## config.mk

```make
export PLATFORM = sky130hd
export DESIGN_NAME = jtag_link_fifo
export DESIGN_NICKNAME = d
export VERILOG_FILES = /design/src/rtl/jtag_link_fifo.sv
export SDC_FILE = /design/constraint.sdc
export NUM_CORES = 1
export LEC_CHECK = 0
export ABC_CLOCK_PERIOD_IN_PS = 3150
export BUFFER_PORTS_ARGS = -buffer_cell sky130_fd_sc_hd__buf_2
export CAP_MARGIN = 25
export CORE_ASPECT_RATIO = 1.2
export CORE_MARGIN = 2
export CORE_UTILIZATION = 38
export DETAILED_ROUTE_END_ITERATION = 6
export MAX_ROUTING_LAYER = met4
export SLEW_MARGIN = 10
export SYNTH_ARGS = -nofsm -noshare
export SYNTH_HDL_FRONTEND = slang
export SYNTH_SLANG_ARGS = --single-unit
```

## constraint.sdc

```tcl
create_clock -name CLOCK_50 -period 3.15 [get_ports CLOCK_50]
set_input_delay 0.1575 -clock CLOCK_50 [delete_from_list [all_inputs] [get_ports CLOCK_50]]
set_output_delay 0.1575 -clock CLOCK_50 [all_outputs]
set_load 0.02 [all_outputs]
```

## src/rtl/jtag_link_fifo.sv

```systemverilog
// USB-JTAG pin link: synchronised TCK/TCS/TDI deserialised into an RX FIFO,
// TX FIFO words serialised onto TDO, full duplex, one word per DATA_W TCK cycles.
module jtag_link_fifo #(
  parameter int DATA_W     = 8,
  parameter int FIFO_DEPTH = 16,
  parameter bit LSB_FIRST  = 1'b1
) (
  input  logic                        CLOCK_50,
  input  logic                        RST_N,
  input  logic                        TCK,
  input  logic                        TCS,
  input  logic                        TDI,
  output logic                        TDO,
  input  logic [DATA_W-1:0]           tx_data,
  input  logic                        tx_valid,
  output logic                        tx_ready,
  output logic [DATA_W-1:0]           rx_data,
  output logic                        rx_valid,
  input  logic                        rx_ready,
  output logic [$clog2(FIFO_DEPTH):0] rx_level,
  output logic [$clog2(FIFO_DEPTH):0] tx_level,
  output logic                        rx_overflow,
  output logic                        tx_underrun,
  input  logic                        clr_flags
);

  localparam int PTR_W = $clog2(FIFO_DEPTH);
  localparam int LVL_W = PTR_W + 1;
  localparam int CNT_W = (DATA_W > 2) ? $clog2(DATA_W) : 1;

  typedef enum logic [1:0] {WAIT_IDLE, IDLE, SHIFT} state_t;

  state_t state_reg, state_next;

  logic tck_s1, tck_s2, tck_s3, tcs_s1, tcs_s2, tdi_s1, tdi_s2;
  logic [1:0] prime_reg;
  logic tck_rise, tck_fall, primed;

  logic [DATA_W-1:0] rx_shift_reg, tx_shift_reg, rx_word, tx_shifted, tx_head;
  logic [CNT_W-1:0]  bit_cnt_reg;
  logic              word_done_reg, word_last;
  logic              start, rx_step, tx_load, tx_step;

  logic [DATA_W-1:0] rx_mem [FIFO_DEPTH];
  logic [DATA_W-1:0] tx_mem [FIFO_DEPTH];
  logic [PTR_W-1:0]  rx_wr_ptr, rx_rd_ptr, tx_wr_ptr, tx_rd_ptr;
  logic rx_full, rx_pop, rx_push, rx_accept, rx_drop;
  logic tx_wr, tx_empty, tx_pop, underrun_evt;

  always_ff @(posedge CLOCK_50 or negedge RST_N) begin
    if (!RST_N) begin
      {tck_s1, tck_s2, tck_s3} <= 3'b000;
      {tcs_s1, tcs_s2}         <= 2'b00;
      {tdi_s1, tdi_s2}         <= 2'b00;
      prime_reg                <= 2'b00;
    end else begin
      {tck_s1, tck_s2, tck_s3} <= {TCK, tck_s1, tck_s2};
      {tcs_s1, tcs_s2}         <= {TCS, tcs_s1};
      {tdi_s1, tdi_s2}         <= {TDI, tdi_s1};
      prime_reg                <= {prime_reg[0], 1'b1};
    end
  end

  // Synchronisers reset to 0, so tcs_s2 only reflects the pin once refilled;
  // without this a frame held across reset would look like a fresh TCS low.
  assign primed   = prime_reg[1];
  assign tck_rise = tck_s2 & ~tck_s3;
  assign tck_fall = ~tck_s2 & tck_s3;

  always_ff @(posedge CLOCK_50 or negedge RST_N) begin
    if (!RST_N) state_reg <= WAIT_IDLE;
    else        state_reg <= state_next;
  end

  always_comb begin
    state_next = state_reg;
    start      = 1'b0;
    rx_step    = 1'b0;
    tx_load    = 1'b0;
    tx_step    = 1'b0;
    case (state_reg)
      WAIT_IDLE: if (primed && !tcs_s2) state_next = IDLE;
      IDLE: if (tcs_s2) begin
        start      = 1'b1;
        tx_load    = 1'b1;
        state_next = SHIFT;
      end
      SHIFT: begin
        if (!tcs_s2) state_next = IDLE;
        else begin
          rx_step = tck_rise;
          tx_load = tck_fall & word_done_reg;
          tx_step = tck_fall & ~word_done_reg;
        end
      end
      default: state_next = WAIT_IDLE;
    endcase
  end

  generate
    if (LSB_FIRST) begin : g_lsb
      assign rx_word    = {tdi_s2, rx_shift_reg[DATA_W-1:1]};
      assign tx_shifted = {1'b0, tx_shift_reg[DATA_W-1:1]};
      assign TDO        = tx_shift_reg[0];
    end else begin : g_msb
      assign rx_word    = {rx_shift_reg[DATA_W-2:0], tdi_s2};
      assign tx_shifted = {tx_shift_reg[DATA_W-2:0], 1'b0};
      assign TDO        = tx_shift_reg[DATA_W-1];
    end
  endgenerate

  assign word_last    = (bit_cnt_reg == CNT_W'(DATA_W - 1));
  assign rx_push      = rx_step & word_last;
  assign rx_full      = (rx_level == LVL_W'(FIFO_DEPTH));
  assign rx_valid     = (rx_level != '0);
  assign rx_pop       = rx_valid & rx_ready;
  assign rx_accept    = rx_push & (~rx_full | rx_pop);
  assign rx_drop      = rx_push & rx_full & ~rx_pop;
  assign rx_data      = rx_valid ? rx_mem[rx_rd_ptr] : '0;

  assign tx_ready     = (tx_level != LVL_W'(FIFO_DEPTH));
  assign tx_wr        = tx_valid & tx_ready;
  assign tx_empty     = (tx_level == '0);
  assign tx_pop       = tx_load & ~tx_empty;
  assign underrun_evt = tx_load & tx_empty;
  assign tx_head      = tx_mem[tx_rd_ptr];

  always_ff @(posedge CLOCK_50) begin
    if (rx_accept) rx_mem[rx_wr_ptr] <= rx_word;
    if (tx_wr)     tx_mem[tx_wr_ptr] <= tx_data;
  end

  always_ff @(posedge CLOCK_50 or negedge RST_N) begin
    if (!RST_N) begin
      rx_shift_reg  <= '0;
      tx_shift_reg  <= '0;
      bit_cnt_reg   <= '0;
      word_done_reg <= 1'b0;
      rx_wr_ptr     <= '0;
      rx_rd_ptr     <= '0;
      tx_wr_ptr     <= '0;
      tx_rd_ptr     <= '0;
      rx_level      <= '0;
      tx_level      <= '0;
      rx_overflow   <= 1'b0;
      tx_underrun   <= 1'b0;
    end else begin
      if (start) begin
        bit_cnt_reg   <= '0;
        word_done_reg <= 1'b0;
      end
      if (rx_step) begin
        rx_shift_reg  <= rx_word;
        bit_cnt_reg   <= word_last ? '0 : bit_cnt_reg + CNT_W'(1);
        word_done_reg <= word_last;
      end
      if (tx_load)      tx_shift_reg <= tx_pop ? tx_head : '0;
      else if (tx_step) tx_shift_reg <= tx_shifted;
      if (tck_fall && state_reg == SHIFT) word_done_reg <= 1'b0;

      if (rx_accept) rx_wr_ptr <= rx_wr_ptr + PTR_W'(1);
      if (rx_pop)    rx_rd_ptr <= rx_rd_ptr + PTR_W'(1);
      if (tx_wr)     tx_wr_ptr <= tx_wr_ptr + PTR_W'(1);
      if (tx_pop)    tx_rd_ptr <= tx_rd_ptr + PTR_W'(1);
      rx_level <= rx_level + LVL_W'(rx_accept) - LVL_W'(rx_pop);
      tx_level <= tx_level + LVL_W'(tx_wr) - LVL_W'(tx_pop);

      // A new event in the same cycle as clr_flags keeps the flag set.
      rx_overflow <= rx_drop | (rx_overflow & ~clr_flags);
      tx_underrun <= underrun_evt | (tx_underrun & ~clr_flags);
    end
  end

endmodule

```

==> qor.json, run 1 <==
{
  "wire_per_inst_um": 19.99,
  "worst_slew_margin_rel_pct": 39.95,
  "cts-htree-levels": 2,
  "worst-endpoint-required_ns": 3.56,
  "synth_area_leader_cell": "sky130_fd_sc_hd__edfxtp_1",
  "synth_seq_area_share_pct": 71.64,
  "layout_setup_ws_ns": 0.3449,
  "total_switching_power_w": 0.003726,
  "yosys_register_bits": 314,
  "yosys.cell_count.top_type": "sky130_fd_sc_hd__edfxtp_1",
  "io_pins": 39,
  "port_buffers": 38,
  "worst_setup_path_end_kind": "register",
  "cts_tree": "built",
  "route.vias.total": 6191,
  "startpoint_type_of_the_worst_setup_path": "register",
  "final.period_utilization_pct": 89.05,
  "grt_start_max_net_pins": 33,
  "postSynthAreaPerCell_um2": 18.46,
  "antenna_cells": 0,
  "clock_network_latency_to_the_later_pin_of_the_worst_skew_pair_ns": 0.52,
  "mappedNetlistArea_mm2": 0.01276,
  "cp.arrival_ns": 3.22,
  "drtPass1Iterations": 5,
  "die_span_in_y_um": 204.7,
  "leading_register_cell_type_out_of_synthesis": "sky130_fd_sc_hd__edfxtp_1",
  "yosysUniqueCellTypes": 59,
  "async_flop_share_pct": 18.47,
  "post_route_cells_drive_above_1_share_pct": 24.43,
  "period_needed_ns": 2.805,
  "powerDensity_mw_per_mm2": 845.5,
  "num-fill-cells": 2917,
  "irDropWorstVdd_mv": 0.4883,
  "setup_viol": 0,
  "aggregate_routed_wire_length_mm": 24.71,
  "synth_enable_flop_cells": 256,
  "synth.area.top_cells": "sky130_fd_sc_hd__edfxtp_1 60%, sky130_fd_sc_hd__dfrtp_1 11%, sky130_fd_sc_hd__mux4_2 11%",
  "fin_setup_tns_ns": 0,
  "cts.sink_count": 314,
  "criticalPathCategory": "register to register",
  "start_util_pct": 38.58,
  "grt_remaining_overflow": 0,
  "design.die.area_mm2": 0.03506,
  "avgViaCountPerCell": 5.009,
  "worstMarginPinSlew_ns": 0.9008,
  "place_congestion": 0.7260,
  "global_route.usage.total_pct": 15.02,
  "power_frac_clock_pct": 31.3,
  "syn-num-nets": 738,
  "finish.net_count": 809,
  "switching_share_pct": 29.92,
  "initialDrtViolationCount": 434,
  "synth_top_area_share_pct": 60.26,
  "p_int_w": 0.008729,
  "core_area_mm2": 0.03306,
  "hold_path_class": "input pin to register",
  "total_leakage_power_nw": 5.158,
  "detail-route-antenna-nets": 0,
  "grt_first_pass_wirelength_mm": 38.05,
  "max_clock_freq_ghz": 0.3565,
  "ys_warn_count": 0,
  "grt_antenna_before_repair": 0,
  "pre_cts_ws_ns": 0.2995,
  "report.final.slew_viol_count": 0,
  "cts-buffers-inserted": 34,
  "areaGrowthSynthToFinish_pct": 15.47,
  "final-hold-violation-count": 0,
  "synth.top_cells.by_count": "256 x sky130_fd_sc_hd__edfxtp_1, 60 x sky130_fd_sc_hd__mux4_2, 58 x sky130_fd_sc_hd__dfrtp_1, 36 x sky130_fd_sc_hd__nand2_1, 35 x sky130_fd_sc_hd__inv_1",
  "path_max_fanout": 8,
  "p_seq_share_pct": 43.5,
  "status": "completed",
  "maxCapViolCount": 0,
  "clkTransAtPathRegs_ns": 0.06,
  "grt_pass1_vias": 6344,
  "worst_clock_skew_ns": 0.04007,
  "unrepaired_setup_endpoints_after_global_routing": "false",
  "route.detailed.drc": 0,
  "chipWidth_um": 171.3,
  "power_frac_comb_pct": 25.2,
  "std_cell_rows": 73,
  "syn_inst": 691,
  "clk_root_buffer_cell": "sky130_fd_sc_hd__clkbuf_16",
  "post_cts_buffers": 0,
  "detailedPlacementHpwl_mm": 15.67,
  "max-clock-path-buffers": 3
}
worst paths after layout:
kind,start,slack (ns),cells past startpoint,to
setup / recovery,state_reg[0],0.34,15,tx_level[4]
hold / removal,tx_data[6],0.01,1,tx_mem[5][6]
setup reg to reg,state_reg[0],0.34,15,tx_level[4]
hold reg to reg,prime_reg[0],0.34,0,prime_reg[1]
max in group asynchronous,RST_N,2.15,3,rx_overflow
min in group asynchronous,RST_N,0.29,2,tx_wr_ptr[1]
repair_timing:
| item | CTS | global route |
|---|---|---|
| endpoints found under the setup margin | 0 | 1 |
| hold buffers | 5 | 0 |
| hold endpoints to repair | 33 | 0 |
| gates resized for setup | 0 | 2 |
cell families (layout without fill, tap and decap cells):
family	Yosys count	in the layout	synth area share [%]
AOI/OAI and AO/OA	53	53	3.197
xor gates and xnor gates	20	20	1.373
adders and majority gates	31	31	3.158
buffers and inverters	66	161	2.275
DFF	314	314	71.64
muxes	95	95	13.42
other	1	1	0.02940
and+or+nand+nor	111	111	4.914
layout make-up:
type                       count  area [um^2]  share of cell area (%)
clock buffer                  42        912.1                   6.192
sequential                   314         9141                   62.06
clock inverter                18        191.4                   1.300
tap                          450        563.0                   3.822
multi-input combinational    311         3349                   22.74
inverter                      38        145.1                  0.9853
timing repair buffer          63        427.9                   2.905
layer usage:
layer | part of all wire (%) | wire length, um | track usage [%] | up-vias
met4 | 2.3 | 564 | 4.631 | 0
met5 | 0 | 0 | - | -
li1 | - | - | - | 2842
met2 | 51 | 12690 | 25.20 | 133
met1 | 42 | 10370 | 18.77 | 3172
met3 | 4.4 | 1082 | 2.454 | 44
worst max-delay path: stages (launching register included):
cell and delay (ns):
sky130_fd_sc_hd__dfrtp_1 0.42, sky130_fd_sc_hd__inv_1 0.10, sky130_fd_sc_hd__ha_2 0.25, sky130_fd_sc_hd__nand4b_1 0.17
sky130_fd_sc_hd__a21oi_4 0.18, sky130_fd_sc_hd__nand2b_1 0.10, sky130_fd_sc_hd__inv_2 0.14, sky130_fd_sc_hd__ha_1 0.25
sky130_fd_sc_hd__inv_1 0.06, sky130_fd_sc_hd__ha_1 0.15, sky130_fd_sc_hd__inv_1 0.06, sky130_fd_sc_hd__fa_1 0.43
sky130_fd_sc_hd__inv_1 0.07, sky130_fd_sc_hd__a21oi_1 0.06, sky130_fd_sc_hd__o21bai_1 0.17, sky130_fd_sc_hd__xnor2_1 0.13
power by group through the flow:
| stage | Sequential (W) | Combinational [W] | Clock, W |
|---|---|---|---|
| 2_1_floorplan | 0.00532 | 0.00238 | 0 |
| 3_3_place_gp | 0.00549 | 0.00318 | 0 |
| 3_5_place_dp | 0.00551 | 0.00320 | 0 |
| 4_1_cts | 0.00542 | 0.00322 | 0.00399 |
| 5_1_grt | 0.00549 | 0.00345 | 0.00415 |
| 6_report | 0.00541 | 0.00314 | 0.00390 |
cell usage in the layout (no fill, tap or decap), types with 4 or more instances in the layout:
cell	Yosys	routed
sky130_fd_sc_hd__edfxtp_1	256	256
sky130_fd_sc_hd__mux4_2	60	60
sky130_fd_sc_hd__dfrtp_1	58	56
sky130_fd_sc_hd__buf_2	10	38
sky130_fd_sc_hd__nand2_1	36	36
sky130_fd_sc_hd__inv_1	35	35
sky130_fd_sc_hd__clkbuf_16	0	35
sky130_fd_sc_hd__mux2i_1	30	30
sky130_fd_sc_hd__ha_1	29	28
sky130_fd_sc_hd__and2_1	27	27
sky130_fd_sc_hd__o22ai_1	17	17
sky130_fd_sc_hd__buf_4	1	17
sky130_fd_sc_hd__xnor2_1	13	13
sky130_fd_sc_hd__nor2_1	10	10
sky130_fd_sc_hd__nand3_1	8	8
sky130_fd_sc_hd__xor2_1	7	7
sky130_fd_sc_hd__a22o_1	6	6
sky130_fd_sc_hd__clkbuf_1	11	6
sky130_fd_sc_hd__clkinv_2	0	6
sky130_fd_sc_hd__a21oi_1	5	5
sky130_fd_sc_hd__clkinv_1	1	5
sky130_fd_sc_hd__a221oi_1	5	5
sky130_fd_sc_hd__dlygate4sd3_1	0	5
sky130_fd_sc_hd__o21ai_0	4	4
sky130_fd_sc_hd__mux2_2	4	4
stage by stage:
stage,hold WS [ns],total power [W],util (%),cells,area [um^2]
after floorplan,-0.1381,0.007699,-,691,12760
after global placement,0.2697,0.008672,41.04,1171,13570
after detailed placement,0.2697,0.008709,41.04,1171,13570
after CTS,0.001397,0.01263,44.52,1236,14720
after global routing,0.02669,0.01310,44.55,1236,14730
final,0.01229,0.01245,44.55,1236,14730
No activity file was read; power rests on OpenSTA's default activity.
==> run 2: changes to the inputs <==
--- a/config.mk
+++ b/config.mk
@@ -10,9 +10,10 @@
 export CAP_MARGIN = 25
 export CORE_ASPECT_RATIO = 1.2
 export CORE_MARGIN = 2
-export CORE_UTILIZATION = 38
+export CORE_UTILIZATION = 32
 export DETAILED_ROUTE_END_ITERATION = 6
 export MAX_ROUTING_LAYER = met4
+export SETUP_SLACK_MARGIN = 0.4
 export SLEW_MARGIN = 10
 export SYNTH_ARGS = -nofsm -noshare
 export SYNTH_HDL_FRONTEND = slang
==> run 2 against run 1 <==
Compared with the run above:
- final cell count grew 8.3%
- utilization shrank 6.8 points
- routed wire length grew 2.3%
- non-clock buffer count grew 22
- worst setup slack gained 0.17 ns
- via count grew 0.39%
- clock skew shrank 0.029 ns
- design area grew 1.2%
- die area grew 18%
- combinational power grew 6%
==> qor.json, run 2 (synthesis results as in run 1) <==
{
  "status": {"value": "completed", "change": "unchanged"},
  "cts_tree": {"value": "built", "change": "unchanged"},
  "drtPass1Iterations": {"value": 4, "change": "was 5"},
  "clk_root_buffer_cell": {"value": "sky130_fd_sc_hd__clkbuf_16", "change": "unchanged"},
  "power_frac_clock": {"value": 28.4, "unit": "%", "change": "was 31.3%"},
  "max-clock-path-buffers": {"value": 3, "change": "unchanged"},
  "cts-buffers-inserted": {"value": 31, "change": "was 34"},
  "grt_pass1_vias": {"value": 6439, "change": "was 6344"},
  "core_area": {"value": 0.03954, "unit": "mm^2", "change": "was 0.03306 mm^2"},
  "criticalPathCategory": {"value": "register to output port", "change": "was register to register"},
  "design.die.area": {"value": 0.04149, "unit": "mm^2", "change": "was 0.03506 mm^2"},
  "worst-endpoint-required": {"value": 2.99, "unit": "ns", "change": "was 3.56 ns"},
  "final_cell_mix": {"value": "256 x sky130_fd_sc_hd__edfxtp_1, 60 x sky130_fd_sc_hd__mux4_2, 52 x sky130_fd_sc_hd__dfrtp_1, 38 x sky130_fd_sc_hd__buf_2, 36 x sky130_fd_sc_hd__nand2_1", "change": "was 256 x sky130_fd_sc_hd__edfxtp_1, 60 x sky130_fd_sc_hd__mux4_2, 56 x sky130_fd_sc_hd__dfrtp_1, 38 x sky130_fd_sc_hd__buf_2, 36 x sky130_fd_sc_hd__nand2_1"},
  "seqCellArea": {"value": 0.009146, "unit": "mm^2", "change": "was 0.009141 mm^2"},
  "cp.arrival": {"value": 2.48, "unit": "ns", "change": "was 3.22 ns"},
  "multi_input_area": {"value": 0.003408, "unit": "mm^2", "change": "was 0.003349 mm^2"},
  "route.vias.total": {"value": 6215, "change": "was 6191"},
  "chipWidth": {"value": 186.3, "unit": "um", "change": "was 171.3 um"},
  "irDropWorstVdd": {"value": 0.4788, "unit": "mV", "change": "was 0.4883 mV"},
  "pre_cts_ws": {"value": 0.3451, "unit": "ns", "change": "was 0.2995 ns"},
  "detail-route-antenna-nets": {"value": 0, "change": "unchanged"},
  "std_cell_rows": {"value": 80, "change": "was 73"},
  "io_pins": {"value": 39, "change": "unchanged"},
  "worst_r2r_endpoint": {"value": "rx_level[4]", "change": "was tx_level[4]"},
  "wire_per_inst": {"value": 18.88, "unit": "um", "change": "was 19.99 um"},
  "clkTransAtPathRegs": {"value": 0.06, "unit": "ns", "change": "about the same"},
  "timing.rr.start": {"value": "state_reg[0]", "change": "unchanged"},
  "final_std_cell_area_no_fill": {"value": 0.01491, "unit": "mm^2", "change": "was 0.01473 mm^2"},
  "p_int": {"value": 0.008450, "unit": "W", "change": "was 0.008729 W"},
  "total_switching_power": {"value": 0.003707, "unit": "W", "change": "was 0.003726 W"},
  "initialDrtViolationCount": {"value": 356, "change": "was 434"},
  "period_needed": {"value": 2.634, "unit": "ns", "change": "was 2.805 ns"},
  "unrepaired_setup_endpoints_after_global_routing": {"value": "true", "change": "was false"},
  "powerDensity": {"value": 815.3, "unit": "mW/mm^2", "change": "was 845.5 mW/mm^2"},
  "worstSetupStartpoint": {"value": "rx_level[2]", "change": "was state_reg[0]"},
  "areaGrowthSynthToFinish": {"value": 16.88, "unit": "%", "change": "was 15.47%"},
  "setup_viol": {"value": 0, "change": "unchanged"},
  "final.period_utilization": {"value": 83.61, "unit": "%", "change": "was 89.05%"},
  "total_leakage_power": {"value": 5.178, "unit": "nW", "change": "was 5.158 nW"},
  "final-hold-violation-count": {"value": 0, "change": "unchanged"},
  "power_frac_comb": {"value": 27.4, "unit": "%", "change": "was 25.2%"},
  "hold_path_class": {"value": "input pin to register", "change": "unchanged"},
  "layout.cells.most_common": {"value": "sky130_fd_sc_hd__edfxtp_1", "change": "unchanged"},
  "worst_slew_margin_rel": {"value": 56.33, "unit": "%", "change": "was 39.95%"},
  "port_buffers": {"value": 38, "change": "unchanged"},
  "max_clock_freq": {"value": 0.3797, "unit": "GHz", "change": "was 0.3565 GHz"},
  "grt_start_max_net_pins": {"value": 33, "change": "unchanged"},
  "grt_antenna_before_repair": {"value": 0, "change": "unchanged"},
  "worst_hold_path_cells": {"value": 3, "change": "was 1"},
  "worstHoldStart": {"value": "tx_valid", "change": "was tx_data[6]"},
  "num-fill-cells": {"value": 3638, "change": "was 2917"},
  "worst_clock_skew": {"value": 0.01062, "unit": "ns", "change": "was 0.04007 ns"},
  "p_seq_share": {"value": 44.2, "unit": "%", "change": "was 43.5%"},
  "maxCapViolCount": {"value": 0, "change": "unchanged"},
  "grt_first_pass_wirelength": {"value": 39.01, "unit": "mm", "change": "was 38.05 mm"},
  "cts-htree-levels": {"value": 1, "change": "was 2"},
  "fin_setup_tns": {"value": 0, "unit": "ns", "change": "unchanged"},
  "worstMarginPinSlew": {"value": 0.6537, "unit": "ns", "change": "was 0.9008 ns"},
  "cts.sink_count": {"value": 314, "change": "unchanged"},
  "postPlaceCellArea": {"value": 0.01368, "unit": "mm^2", "change": "was 0.01357 mm^2"},
  "start_util": {"value": 32.27, "unit": "%", "change": "was 38.58%"},
  "reg2regPathDepth": {"value": 14, "change": "was 15"},
  "grt_remaining_overflow": {"value": 0, "change": "unchanged"},
  "place_congestion": {"value": 0.7282, "change": "was 0.7260"},
  "switching_share": {"value": 30.49, "unit": "%", "change": "was 29.92%"},
  "clock_network_latency_to_the_later_pin_of_the_worst_skew_pair": {"value": 0.56, "unit": "ns", "change": "was 0.52 ns"},
  "finish.net_count": {"value": 828, "change": "was 809"},
  "startpoint_type_of_the_worst_setup_path": {"value": "register", "change": "unchanged"},
  "report.final.slew_viol_count": {"value": 0, "change": "unchanged"},
  "reg2reg_slack": {"value": 0.58, "unit": "ns", "change": "was 0.34 ns"},
  "worst_setup_path_end_kind": {"value": "output port", "change": "was register"},
  "path_max_fanout": {"value": 8, "change": "unchanged"},
  "detailedPlacementHpwl": {"value": 16.42, "unit": "mm", "change": "was 15.67 mm"},
  "post_route_cells_drive_above_1_share": {"value": 27.45, "unit": "%", "change": "was 24.43%"},
  "die_span_in_y": {"value": 222.7, "unit": "um", "change": "was 204.7 um"},
  "aggregate_routed_wire_length": {"value": 25.27, "unit": "mm", "change": "was 24.71 mm"},
  "layout_setup_ws": {"value": 0.5164, "unit": "ns", "change": "was 0.3449 ns"},
  "route.detailed.drc": {"value": 0, "change": "unchanged"},
  "worst_hold_path.endpoint": {"value": "tx_wr_ptr[0]", "change": "was tx_mem[5][6]"},
  "global_route.usage.total": {"value": 12.85, "unit": "%", "change": "was 15.02%"},
  "antenna_cells": {"value": 0, "change": "unchanged"},
  "avgViaCountPerCell": {"value": 4.645, "change": "was 5.009"}
}
[run 2: cell count changes in the layout (fill, tap and decap cells not counted), sizes merged]
cell         delta
dlygate4sd3     +9
clkbuf          +6
buf            +13
bufinv          -3
clkinv          -5
clkinvlp        -1
[run 2: critical path, cell delays in order, from the launching register on]
cell and delay, ns:
sky130_fd_sc_hd__dfrtp_2 0.41, sky130_fd_sc_hd__inv_2 0.06, sky130_fd_sc_hd__ha_1 0.14, sky130_fd_sc_hd__or4b_4 0.46
sky130_fd_sc_hd__buf_4 0.16, sky130_fd_sc_hd__nand2b_1 0.30, sky130_fd_sc_hd__o22ai_1 0.20, sky130_fd_sc_hd__buf_2 0.19
[run 2: how the worst max path moves through the flow]
stage | endpoint | slack, ns | depth (start not counted)
floorplan | tx_level[4] | 0.40 | 15
global placement | rx_level[4] | 0.39 | 14
detailed placement | rx_level[4] | 0.35 | 14
global route | tx_level[4] | 0.39 | 15
finish | rx_data[2] | 0.52 | 7
CTS | tx_level[4] | 0.41 | 15
[run 2: area by class of cell]
class	count	area share, %
well taps	533	4.473
flip-flops and latches	314	61.34
inverters	38	0.9902
repair buffers	85	3.961
clock buffers	48	6.033
multi-input cells	311	22.86
clock inverters	9	0.3440
[run 2: metal layers]
layer / global-route usage, % / vias to the layer above / share of wire (%)
met5: - / - / 0
met4: 2.896 / 0 / 1.6
met3: 2.082 / 26 / 3.7
met2: 22.18 / 95 / 53
met1: 15.81 / 3229 / 41
li1: - / 2865 / -
[run 2: power groups by stage]
stage                     logic [W]  clock network (W)  registers [W]
after global placement      0.00328                  0        0.00543
after global routing        0.00368            0.00369        0.00544
after floorplan             0.00241                  0        0.00534
final                       0.00333            0.00346        0.00537
after CTS                   0.00334            0.00354        0.00536
after detailed placement    0.00330                  0        0.00545
[run 2: metrics by stage]
step	instances	util (%)	hold WS [ns]	power, W
after global routing	1338	37.71	0.04291	0.01280
after global placement	1254	34.59	0.1681	0.008709
after detailed placement	1254	34.59	0.1791	0.008752
final	1338	37.71	0.02065	0.01216
after floorplan	691	-	-0.1381	0.007744
after CTS	1326	37.37	0.04333	0.01224
[run 2: timing repair]
item	CTS	global route
hold endpoints to repair	154	0
gates resized for setup	2	15
pin swaps	1	9
setup buffers	1	12
hold buffers	14	0
endpoints found under the setup margin	2	2
==> run 3: changes to the inputs <==
--- a/config.mk
+++ b/config.mk
@@ -5,7 +5,7 @@
 export SDC_FILE = /design/constraint.sdc
 export NUM_CORES = 1
 export LEC_CHECK = 0
-export ABC_CLOCK_PERIOD_IN_PS = 3150
+export ABC_CLOCK_PERIOD_IN_PS = 2500
 export BUFFER_PORTS_ARGS = -buffer_cell sky130_fd_sc_hd__buf_2
 export CAP_MARGIN = 25
 export CORE_ASPECT_RATIO = 1.2
==> constraint.sdc (replaced) <==
create_clock -name CLOCK_50 -period 2.5 [get_ports CLOCK_50]
set_input_delay 0.125 -clock CLOCK_50 [delete_from_list [all_inputs] [get_ports CLOCK_50]]
set_output_delay 0.125 -clock CLOCK_50 [all_outputs]
set_load 0.02 [all_outputs]
==> run 3 against run 2 <==
Compared with the run above:
- the run now ends with negative setup slack left
- largest power group unchanged
- final cell count increased by 4.0%
- critical endpoint is now rx_data[5]
- global-route usage increased by 0.84 points
- clock-buffer cell count decreased by 7
- flip-flop and latch count unchanged
- highest routed layer unchanged
- clock power increased by 57%
- worst hold slack improved by 0.0043 ns
- combinational power increased by 68%
==> qor.json, run 3 (synthesis results as in run 1) <==
{
  "status": {"value": "finished, violations left", "change": "was completed"},
  "failing_checks": "negative setup slack",
  "global_route.usage.total": {"value": 13.69, "unit": "%", "change": "was 12.85%"},
  "route.vias.total": {"value": 6444, "change": "was 6215"},
  "design.die.area": {"value": 0.04149, "unit": "mm^2", "change": "unchanged"},
  "worst-endpoint-required": {"value": 2.38, "unit": "ns", "change": "was 2.99 ns"},
  "total_leakage_power": {"value": 5.739, "unit": "nW", "change": "was 5.178 nW"},
  "cts_tree": {"value": "built", "change": "unchanged"},
  "final_power": {"value": 0.01774, "unit": "W", "change": "was 0.01216 W"},
  "die_span_in_y": {"value": 222.7, "unit": "um", "change": "unchanged"},
  "chipWidth": {"value": 186.3, "unit": "um", "change": "unchanged"},
  "route.detailed.drc": {"value": 0, "change": "unchanged"},
  "worstMarginPinSlew": {"value": 0.6570, "unit": "ns", "change": "was 0.6537 ns"},
  "final.period_utilization_pct": 101.2,
  "criticalPathCategory": {"value": "register to output port", "change": "unchanged"},
  "worst_clock_skew": {"value": 0.02675, "unit": "ns", "change": "was 0.01062 ns"},
  "unrepaired_setup_endpoints_after_global_routing": {"value": "true", "change": "unchanged"},
  "report.final.slew_viol_count": {"value": 0, "change": "unchanged"},
  "grt_start_max_net_pins": {"value": 59, "change": "was 33"},
  "initialDrtViolationCount": {"value": 382, "change": "was 356"},
  "grt_pass1_vias": {"value": 6871, "change": "was 6439"},
  "place_congestion": {"value": 0.7445, "change": "was 0.7282"},
  "path_common_cell": "sky130_fd_sc_hd__buf_6",
  "finish.net_count": {"value": 880, "change": "was 828"},
  "powerDensity": {"value": 1088, "unit": "mW/mm^2", "change": "was 815.3 mW/mm^2"},
  "grt_first_pass_wirelength": {"value": 41.32, "unit": "mm", "change": "was 39.01 mm"},
  "hold_path_class": {"value": "input pin to register", "change": "unchanged"},
  "layout_setup_ws": {"value": -0.02984, "unit": "ns", "change": "was 0.5164 ns"},
  "startpoint_type_of_the_worst_setup_path": {"value": "register", "change": "unchanged"},
  "clock_network_latency_to_the_later_pin_of_the_worst_skew_pair": {"value": 0.52, "unit": "ns", "change": "was 0.56 ns"},
  "cp.arrival": {"value": 2.40, "unit": "ns", "change": "was 2.48 ns"},
  "start_util": {"value": 32.27, "unit": "%", "change": "unchanged"},
  "grt_remaining_overflow": {"value": 0, "change": "unchanged"},
  "clk_root_buffer_cell": {"value": "sky130_fd_sc_hd__clkbuf_16", "change": "unchanged"},
  "final_std_cell_area_no_fill": {"value": 0.01630, "unit": "mm^2", "change": "was 0.01491 mm^2"},
  "antenna_cells": {"value": 0, "change": "unchanged"},
  "setup_viol": {"value": 4, "change": "was 0"},
  "detailedPlacementHpwl": {"value": 16.39, "unit": "mm", "change": "was 16.42 mm"},
  "cts-buffers-inserted": {"value": 35, "change": "was 31"},
  "max_clock_freq_ghz": 0.3953,
  "std_cell_rows": {"value": 80, "change": "unchanged"},
  "areaGrowthSynthToFinish": {"value": 27.78, "unit": "%", "change": "was 16.88%"},
  "grt_antenna_before_repair": {"value": 0, "change": "unchanged"},
  "avgViaCountPerCell": {"value": 4.633, "change": "was 4.645"},
  "post-place-cells": {"value": 1283, "change": "was 1254"},
  "maxCapViolCount": {"value": 0, "change": "unchanged"},
  "timing.critical_path.slowest_stage_cell": {"value": "sky130_fd_sc_hd__or4b_4", "change": "unchanged"},
  "cell_chain_critical_path": {"value": "inv_2 > ha_4 > or4b_4 > buf_4 > buf_6 > buf_6 > nand2b_4 > o22ai_1 > buf_2", "change": "was inv_2 > ha_1 > or4b_4 > buf_4 > nand2b_1 > o22ai_1 > buf_2"},
  "irDropWorstVdd": {"value": 0.5422, "unit": "mV", "change": "was 0.4788 mV"},
  "cts-htree-levels": {"value": 2, "change": "was 1"},
  "fin_cells": {"value": 1391, "change": "was 1338"},
  "max-clock-path-buffers": {"value": 3, "change": "unchanged"},
  "critPathTopFamily": {"value": "buffers and inverters", "change": "was simple AND/OR/NAND/NOR gates"},
  "aggregate_routed_wire_length": {"value": 26.83, "unit": "mm", "change": "was 25.27 mm"},
  "layout.cells.most_common": {"value": "sky130_fd_sc_hd__edfxtp_1", "change": "unchanged"},
  "worst_setup_path_end_kind": {"value": "output port", "change": "unchanged"},
  "port_buffers": {"value": 38, "change": "unchanged"},
  "wire_per_inst": {"value": 19.29, "unit": "um", "change": "was 18.88 um"},
  "worstSetupStartpoint": {"value": "rx_level[3]", "change": "was rx_level[2]"},
  "core_area": {"value": 0.03954, "unit": "mm^2", "change": "unchanged"},
  "detail-route-antenna-nets": {"value": 0, "change": "unchanged"},
  "io_pins": {"value": 39, "change": "unchanged"},
  "period_needed_ns": 2.530,
  "drtPass1Iterations": {"value": 4, "change": "unchanged"},
  "postPlaceCellArea": {"value": 0.01415, "unit": "mm^2", "change": "was 0.01368 mm^2"},
  "final-hold-violation-count": {"value": 0, "change": "unchanged"},
  "path_max_fanout": {"value": 8, "change": "unchanged"},
  "max_stage_delay": {"value": 0.46, "unit": "ns", "change": "about the same"},
  "final_cell_mix": {"value": "256 x sky130_fd_sc_hd__edfxtp_1, 60 x sky130_fd_sc_hd__mux4_2, 51 x sky130_fd_sc_hd__dfrtp_1, 48 x sky130_fd_sc_hd__buf_4, 36 x sky130_fd_sc_hd__clkbuf_16", "change": "was 256 x sky130_fd_sc_hd__edfxtp_1, 60 x sky130_fd_sc_hd__mux4_2, 52 x sky130_fd_sc_hd__dfrtp_1, 38 x sky130_fd_sc_hd__buf_2, 36 x sky130_fd_sc_hd__nand2_1"},
  "post_route_cells_drive_above_1_share": {"value": 39.04, "unit": "%", "change": "was 27.45%"},
  "cts.sink_count": {"value": 314, "change": "unchanged"},
  "worstHoldStart": {"value": "tx_data[2]", "change": "was tx_valid"},
  "timing.rr.start": {"value": "rx_level[3]", "change": "was state_reg[0]"},
  "worst_slew_margin_rel": {"value": 56.20, "unit": "%", "change": "was 56.33%"},
  "cp_num_buf_inv": {"value": 5, "change": "was 3"},
  "clkTransAtPathRegs": {"value": 0.06, "unit": "ns", "change": "about the same"}
}
==> run 3: changes by cell type in the layout (fill, tap and decap cells not counted), moves of 9 or more <==
cell	before	now
sky130_fd_sc_hd__buf_4	32	48
sky130_fd_sc_hd__and2_1	25	10
sky130_fd_sc_hd__and2_4	1	17
sky130_fd_sc_hd__buf_6	0	13
sky130_fd_sc_hd__buf_8	0	9
sky130_fd_sc_hd__mux2i_1	30	21
sky130_fd_sc_hd__buf_12	1	14
==> run 3: layer usage <==
layer	global-route usage, %	part of all wire [%]
met5	-	0
met4	3.048	1.6
met2	23.46	52
met1	17.02	43
met3	2.229	3.2
==> run 3: area by class of cell <==
cell class	count	area [um^2]
Multi-Input combinational cell	311	3767
Clock buffer	41	919.6
Fill cell	3475	23240
Timing Repair Buffer	133	1340
Tap cell	533	666.9
Inverter	38	157.7
Clock inverter	21	301.5
Sequential cell	314	9148
==> run 3: report_power, final <==
group | internal, W | switching (W) | leakage [nW]
clock network | 0.00338 | 0.00205 | 0.597
registers | 0.00624 | 0.000464 | 3.02
logic | 0.00285 | 0.00276 | 2.12
total | 0.0125 | 0.00527 | 5.74
==> run 3: path summary, 6_finish.rpt <==
kind / endpoint / slack [ns] / cells after the start
setup / recovery: rx_data[5] / -0.03 / 9
hold / removal: tx_mem[2][2] / 0.02 / 1
setup reg to reg: rx_level[4] / -0.02 / 13
hold reg to reg: tdi_s2 / 0.35 / 0
max in group asynchronous: rx_rd_ptr[0] / 2.01 / 3
min in group asynchronous: rx_wr_ptr[1] / 0.15 / 3
==> run 3: repair_timing <==
| action | in CTS | in global routing |
|---|---|---|
| setup endpoints to repair | 144 | 209 |
| buffers inserted | 21 | 9 |
| pin swaps | 15 | 20 |
| hold buffers | 11 | 0 |
| hold endpoints to repair | 137 | 0 |
| resized for setup | 47 | 62 |
| gates cloned | 5 | 0 |
==> run 3: stage by stage <==
step	setup WS (ns)	setup TNS, ns	hold slack [ns]	utilization (%)
detailed placement	-0.05609	-0.05609	0.1807	35.80
floorplan	-0.1947	-0.2276	-0.1706	-
global placement	0.01588	0	0.1652	35.80
global route	-0.1229	-0.8135	0.01407	41.23
CTS	0.006368	0	0.0004938	40.46
finish	-0.02984	-0.1096	0.02497	41.23
